File: src/rtl/mul_sequencer.sv
// Multi-cycle MUL sequencer beside the EX stage.
// Iterative shift-add multiply over WIDTH RUN cycles. A FIX cycle applies the
// sign and commits the product. A DONE cycle pulses done for writeback.
module mul_sequencer #(
  parameter int WIDTH = 32,
  parameter int CNT_W = 6
) (
  input  logic             clk,
  input  logic             reset,
  input  logic             start,
  input  logic             signed_op,
  input  logic [WIDTH-1:0] op_a,
  input  logic [WIDTH-1:0] op_b,
  input  logic             flush,
  output logic             busy,
  output logic             stall,
  output logic             done,
  output logic [WIDTH-1:0] result_hi,
  output logic [WIDTH-1:0] result_lo
);

  typedef enum logic [1:0] {S_IDLE, S_RUN, S_FIX, S_DONE} state_t;

  state_t             state_q, state_d;
  logic [WIDTH:0]     acc_q;
  logic [WIDTH-1:0]   mplier_q;
  logic [WIDTH-1:0]   mcand_q;
  logic [CNT_W-1:0]   cnt_q;
  logic               neg_q;
  logic [WIDTH-1:0]   res_hi_q, res_lo_q;

  logic               accept;
  logic               last_iter;
  logic [WIDTH-1:0]   mag_a, mag_b;
  logic [WIDTH-1:0]   addend;
  logic [WIDTH:0]     sum;
  logic [2*WIDTH-1:0] prod_mag, prod_fix;

  // Flush beats start, so a squashed MUL is never accepted.
  assign accept    = (state_q == S_IDLE) & start & ~flush;
  assign last_iter = (cnt_q == CNT_W'(1));

  // The multiply works on magnitudes. The most negative value maps onto
  // itself, and that value is also the correct unsigned magnitude.
  assign mag_a    = (signed_op & op_a[WIDTH-1]) ? -op_a : op_a;
  assign mag_b    = (signed_op & op_b[WIDTH-1]) ? -op_b : op_b;
  assign addend   = mplier_q[0] ? mcand_q : '0;
  assign sum      = acc_q + {1'b0, addend};
  assign prod_mag = {acc_q[WIDTH-1:0], mplier_q};
  assign prod_fix = neg_q ? -prod_mag : prod_mag;

  // State register.
  always_ff @(posedge clk or posedge reset) begin
    if (reset) state_q <= S_IDLE;
    else       state_q <= state_d;
  end

  // Next-state logic. Flush in RUN or FIX abandons the op. DONE always completes.
  always_comb begin
    state_d = state_q;
    case (state_q)
      S_IDLE: if (accept) state_d = S_RUN;
      S_RUN:  if (flush) state_d = S_IDLE;
              else if (last_iter) state_d = S_FIX;
      S_FIX:  state_d = flush ? S_IDLE : S_DONE;
      S_DONE: state_d = S_IDLE;
      default: state_d = S_IDLE;
    endcase
  end

  // Outputs. stall rises in the accept cycle and drops in the DONE cycle.
  always_comb begin
    busy  = (state_q == S_RUN) | (state_q == S_FIX);
    done  = (state_q == S_DONE);
    stall = accept | busy;
  end

  // Datapath: latch operands, run one shift-add step per RUN cycle, commit in FIX.
  always_ff @(posedge clk or posedge reset) begin
    if (reset) begin
      acc_q    <= '0;
      mplier_q <= '0;
      mcand_q  <= '0;
      cnt_q    <= '0;
      neg_q    <= 1'b0;
      res_hi_q <= '0;
      res_lo_q <= '0;
    end else begin
      if (accept) begin
        mcand_q  <= mag_a;
        mplier_q <= mag_b;
        acc_q    <= '0;
        cnt_q    <= CNT_W'(WIDTH);
        neg_q    <= signed_op & (op_a[WIDTH-1] ^ op_b[WIDTH-1]);
      end
      if (state_q == S_RUN) begin
        acc_q    <= {1'b0, sum[WIDTH:1]};
        mplier_q <= {sum[0], mplier_q[WIDTH-1:1]};
        cnt_q    <= cnt_q - CNT_W'(1);
      end
      if (state_q == S_FIX && !flush) begin
        res_hi_q <= prod_fix[2*WIDTH-1:WIDTH];
        res_lo_q <= prod_fix[WIDTH-1:0];
      end
    end
  end

  assign result_hi = res_hi_q;
  assign result_lo = res_lo_q;

endmodule

File: config.mk
export PLATFORM = sky130hd
export DESIGN_NAME = mul_sequencer
export DESIGN_NICKNAME = d
export VERILOG_FILES = /design/src/rtl/mul_sequencer.sv
export SDC_FILE = /design/constraint.sdc
export NUM_CORES = 1
export LEC_CHECK = 0
export ABC_AREA = 1
export BUFFER_PORTS_ARGS = -buffer_cell sky130_fd_sc_hd__buf_2
export CAP_MARGIN = 20
export CORE_MARGIN = 3
export CORE_UTILIZATION = 55
export DETAILED_ROUTE_END_ITERATION = 10
export MAX_ROUTING_LAYER = met4
export PLACE_DENSITY = 0.77
export SKIP_CTS_REPAIR_TIMING = 1
export SYNTH_ARGS = -nofsm -noshare
export SYNTH_HDL_FRONTEND = slang
export SYNTH_SLANG_ARGS = --single-unit
File: constraint.sdc
create_clock -name clk -period 5.3 [get_ports clk]
set_input_delay 0.53 -clock clk [delete_from_list [all_inputs] [get_ports clk]]
set_output_delay 0.53 -clock clk [all_outputs]
set_load 0.1 [all_outputs]
**After elaboration in Yosys (flattened, before gate mapping)**

Cells that the tools add are included.

- Word-level logic and storage cells: 48
- Register bits after elaboration: 170
- Output and inout bits: 67
- Bits of input ports: 69

- Bitwise gates (word level): 9
- Reductions and logical operators: 5
- Multiplexer cells: 15
- Equality and inequality tests: 6
- $add $sub $neg: 5

Operators with widths:

| operator | number |
|---|---|
| 32-bit 2-to-1 mux | 5 |
| 33-bit 2-to-1 mux | 2 |
| 64-bit 2-to-1 mux | 1 |
| 32-bit negator | 2 |
| 64-bit negator | 1 |
| 33-bit by 32-bit adder with 33-bit output | 1 |
| 6-bit 2-to-1 mux | 2 |
| 2-bit 2-to-1 mux | 4 |
| 2-bit case mux with 4 select lines | 1 |
| 6-bit by 1-bit equality test with 1-bit output, second input constant | 1 |
| 6-bit by 1-bit subtractor with 6-bit output, second input constant | 1 |
| 1-bit bitwise AND | 5 |
| 2-bit equality test, second input constant | 2 |
| 3-bit inequality test, second input constant | 1 |
| 2-bit by 1-bit equality test with 1-bit output, second input constant | 1 |
| 2-bit zero test | 1 |
| 2-bit inequality test, second input constant | 1 |
| 1-bit OR | 2 |
| 2-bit AND reduction | 1 |
| 2-bit nonzero test | 1 |
| 1-bit logical AND | 1 |
| 1-bit zero test | 1 |
| 1-bit NOT | 1 |
| 1-bit XOR | 1 |

**Logic depth before layout (Yosys ltp)**

- Word-level depth: 5
- Depth in mapped cells: 18
- Depth with buffers taken out: 16

**Worst setup path before layout**

OpenSTA, ideal clock, no wires.

- Path type: register -> output
- From: reg state_q[0]
- To: out stall
- Stages on the path, launching flop included: 4
- Slack: 2909 ps
- Arrival time: 1861 ps
- Cell sequence: dfrtp_1 inv_1 ha_1 or2_2

- Elaborated cells between the ends (all ways): 7

RTL lines:

| item | RTL line | source |
|---|---|---|
| start, declared | 24 | `state_t state_q, state_d;` |
| start signal, assigned | 55 | `else state_q <= state_d;` |
| 2-bit by 1-bit equality test with 1-bit output or 2-bit equality test (tied branches) | 73 | `busy = (state_q == S_RUN) \| (state_q == S_FIX);` |
| 1-bit OR (*) | 73 |  |
| named net busy | 15 | `output logic busy,` |
| 1-bit OR (*) | 75 | `stall = accept \| busy;` |
| end, declared | 16 | `output logic stall,` |

The timed path passes the listed nets; every way through them passes the cells marked *.

**Final worst setup path**

- From: reg state_q[1]
- To: out stall

- Word-level cells in the longest chain between the ends: 4
- Elaborated cells between the ends (all ways): 7

RTL lines:

| item | RTL line | source |
|---|---|---|
| 2-bit zero test | 40 | `assign accept = (state_q == S_IDLE) & start & ~flush;` |
| 1-bit bitwise AND (2 in a row) | 40 |  |
| 1-bit OR (*) | 75 |  |

Every way passes the cells marked *; elsewhere a longest branch is shown, timed or not.

==> metrics.cfg <==
[clock_tree]
htree_levels=4
cts_tree=yes
cts_sinks=169
clk_latency_ns=0.45
clock_tree.buffer_depth=2
clkTransAtPathRegs_ns=0.08
cts_inserted_buffers=17
root_buffer=clkbuf_16

[hold_path]
min_path_type=primary input to asynchronous set/reset pin

[timing]
post-route-period-util_pct=68.2
fin_crit_ns=3.62
worst_pin_slew_ns=0.942
fin_hold_ws_ns=0.177
fin_skew_ns=0.0156
max_freq_mhz=276
final.setup.tns_ns=0
report.final.slew_viol_count=0
hold_violations=0
slew_headroom_pct=37.2
rsz0062_at_grt=false
setup_viol=0

[finish]
layout-drive-gt1-share_pct=10.4
area_delta_synth_final_pct=11.7
postLayoutCoreUtil_pct=63.4
antenna_cells=0
fill_cells=2214
final_nets=2299

[pwr]
p_leak_uw=0.00814
power_density_nw_per_um2=619
vdd_drop_max_uv=502

[floorplanning]
chipHeight_um=160
start_util_pct=56.7
die_area_sq_um=25600
core_area_sq_um=23000
row_count=55
die_w_um=160
ioPinCount=136

[critical_path]
reg2reg_slack_ns=1.88
r2r_cells=9
path_class=flip-flop to primary output
required_ns=4.77
cp_max_fo=52
end_kind=primary output
crit-reg2reg-launch=state_q[1]$_DFFE_PP0P_
critPathLaunchType=flip-flop
worstSetupStartpoint=state_q[1]$_DFFE_PP0P_
arrival_ns=3.09
r2r_end=mplier_q[28]$_DFFE_PP0P_

[drt]
drc_errors=0
dr.pass1.iters=5
drt_iter0_markers=1528
vias_per_cell=5.38
ant_nets=0
wl_per_cell_um=15.4
drt_wl_total_um=38600
vias=13500

[placement]
gp_congestion=1.01
dpl.hpwl_um=30000
port_buffers=135

[yosys]
synth-edff-count=0
synth_nets=2190
ys_warn_count=0
async_reset_ff_share_pct=100
synthDistinctLibCells=49
syn_area_sq_um=13000
synth_seq_cells=169
ys_seq_area_share_pct=32.4
postSynthCellCount=2078
synth_ff_type=dfrtp_1
avgSynthCellArea_sq_um=6.28

[global_routing]
grt_max_degree=92
grt_pass1_wl_um=63100
antenna_found_initial=0
first_global_vias=12300
grt_usage_pct=31.1
gr-total-overflow=0

[status]
outcome=completed

[job]
drv_cap=0

==> routing by layer <==
layer  routed length (um)  track usage (%)  part of all wire [%]
met1                18700             47.4                    48
met5                    0                -                     0
met3                 3260             3.09                   8.5
met2                16100             44.7                    42
met4                  537             6.90                   1.4
==> where the power goes <==
part	internal (uW)	switching (uW)	total, uW	leakage, uW
combinational	1290	4030	5310	0.00570
clock	675	615	1290	0.000285
sequential	1840	575	2410	0.00215
==> metrics by stage <==
step                area [sq um]  power [uW]  setup slack (ns)  std cells
finish                     14600        9020              1.68       2513
global route               14600        9650              1.42       2513
CTS                        14500        8940              1.64       2512
detailed placement         13900        7640              1.91       2480
global placement           13900        7540              2.05       2480
floorplan                  13000        6450             0.195       2078
==> registers in the layout, indices dropped and copies added, names as in the netlist <==
register / count
acc_q: 32
cnt_q: 6
mcand_q: 32
mplier_q: 32
neg_q: 1
result_hi: 32
result_lo: 32
state_q: 2
==> cell usage after synthesis, types with 2 or more instances <==
master    number  area (sq um)
o21ai_0      114           571
nor3_1        17          85.1
a21o_1         2          15.0
inv_1        293          1100
xor2_1        47           412
o211ai_1       4          30.0
a31oi_1        3          18.8
o21a_1         3          22.5
inv_2          4          15.0
nand3b_1       2          15.0
nand3_2        2          20.0
a21oi_1       47           235
and2_1         2          12.5
buf_2         17          85.1
ha_1          42           526
or2_2          4          25.0
nand2_2       15          93.8
o21bai_1      11          82.6
o21ai_1        8          40.0
o22ai_1       16           100
nor2_4         2          22.5
clkbuf_1      30           113
dfrtp_1      169          4230
nand2_1      738          2770
xnor2_1        6          52.6
o21ai_2        2          17.5
o221ai_1       9          78.8
nor2_1       208           781
buf_1          6          22.5
nand3_1      188           941
nand2_4        2          22.5
nor2_8         2          40.0
o31ai_1        3          22.5
nor2_2        12          75.1
nand4_1       34           213
==> kinds of logic after synthesis <==
family                   synth area share [%]
AO/OA/AOI/OAI                            9.78
flip-flops                               32.4
buffers and inverters                    10.5
adder cells (fa/ha/maj)                  4.18
AND/OR/NAND/NOR                          39.6
XOR/XNOR                                 3.56
==> layout make-up <==
cell class | count | area [sq um] | share of cell area (%)
Inverter | 299 | 1130 | 7.76
Tap cell | 313 | 392 | 2.69
Clock inverter | 15 | 174 | 1.19
Sequential cell | 169 | 4230 | 29.0
Multi-Input combinational cell | 1555 | 7450 | 51.2
Clock buffer | 17 | 425 | 2.92
Timing Repair Buffer | 145 | 763 | 5.24
==> how the worst max path moves through the flow <==
| stage | endpoint | slack [ns] | cells after the start |
|---|---|---|---|
| after floorplan | acc_q[0]$_DFFE_PP0P_ | 0.19 | 1 |
| after global placement | mplier_q[19]$_DFFE_PP0P_ | 2.05 | 9 |
| after detailed placement | mplier_q[28]$_DFFE_PP0P_ | 1.91 | 9 |
| after CTS | stall | 1.64 | 6 |
| after global routing | stall | 1.42 | 6 |
| final | stall | 1.68 | 6 |
==> critical path, cell delays in order, from the launching register on <==
cell	delay, ns
dfrtp_1	0.41
inv_1	0.12
ha_1	0.21
nand3_2	0.67
inv_2	0.62
or2_2	0.19
buf_2	0.41
==> placed cells by master (no fill, tap or decap), types with 3 or more instances in the layout <==
cell type / netlist / routed
nand4_1: 34 / 34
buf_2: 17 / 135
nand3_1: 188 / 188
o21bai_1: 11 / 11
inv_2: 4 / 4
clkbuf_16: 0 / 17
dfrtp_1: 169 / 168
o21ai_0: 114 / 114
a21oi_1: 47 / 47
nor2_2: 12 / 12
xor2_1: 47 / 47
o22ai_1: 16 / 16
xnor2_1: 6 / 6
nor3_1: 17 / 17
a31oi_1: 3 / 3
o21ai_1: 8 / 8
inv_6: 0 / 6
inv_1: 293 / 292
nor2_1: 208 / 208
buf_4: 1 / 9
inv_8: 0 / 4
clkinvlp_4: 0 / 3
o221ai_1: 9 / 9
or2_2: 4 / 4
nand2_2: 15 / 16
o21a_1: 3 / 3
o31ai_1: 3 / 3
ha_1: 42 / 42
nand2_1: 738 / 737
o211ai_1: 4 / 4
Note: power is estimated with default switching activity, not from simulation.
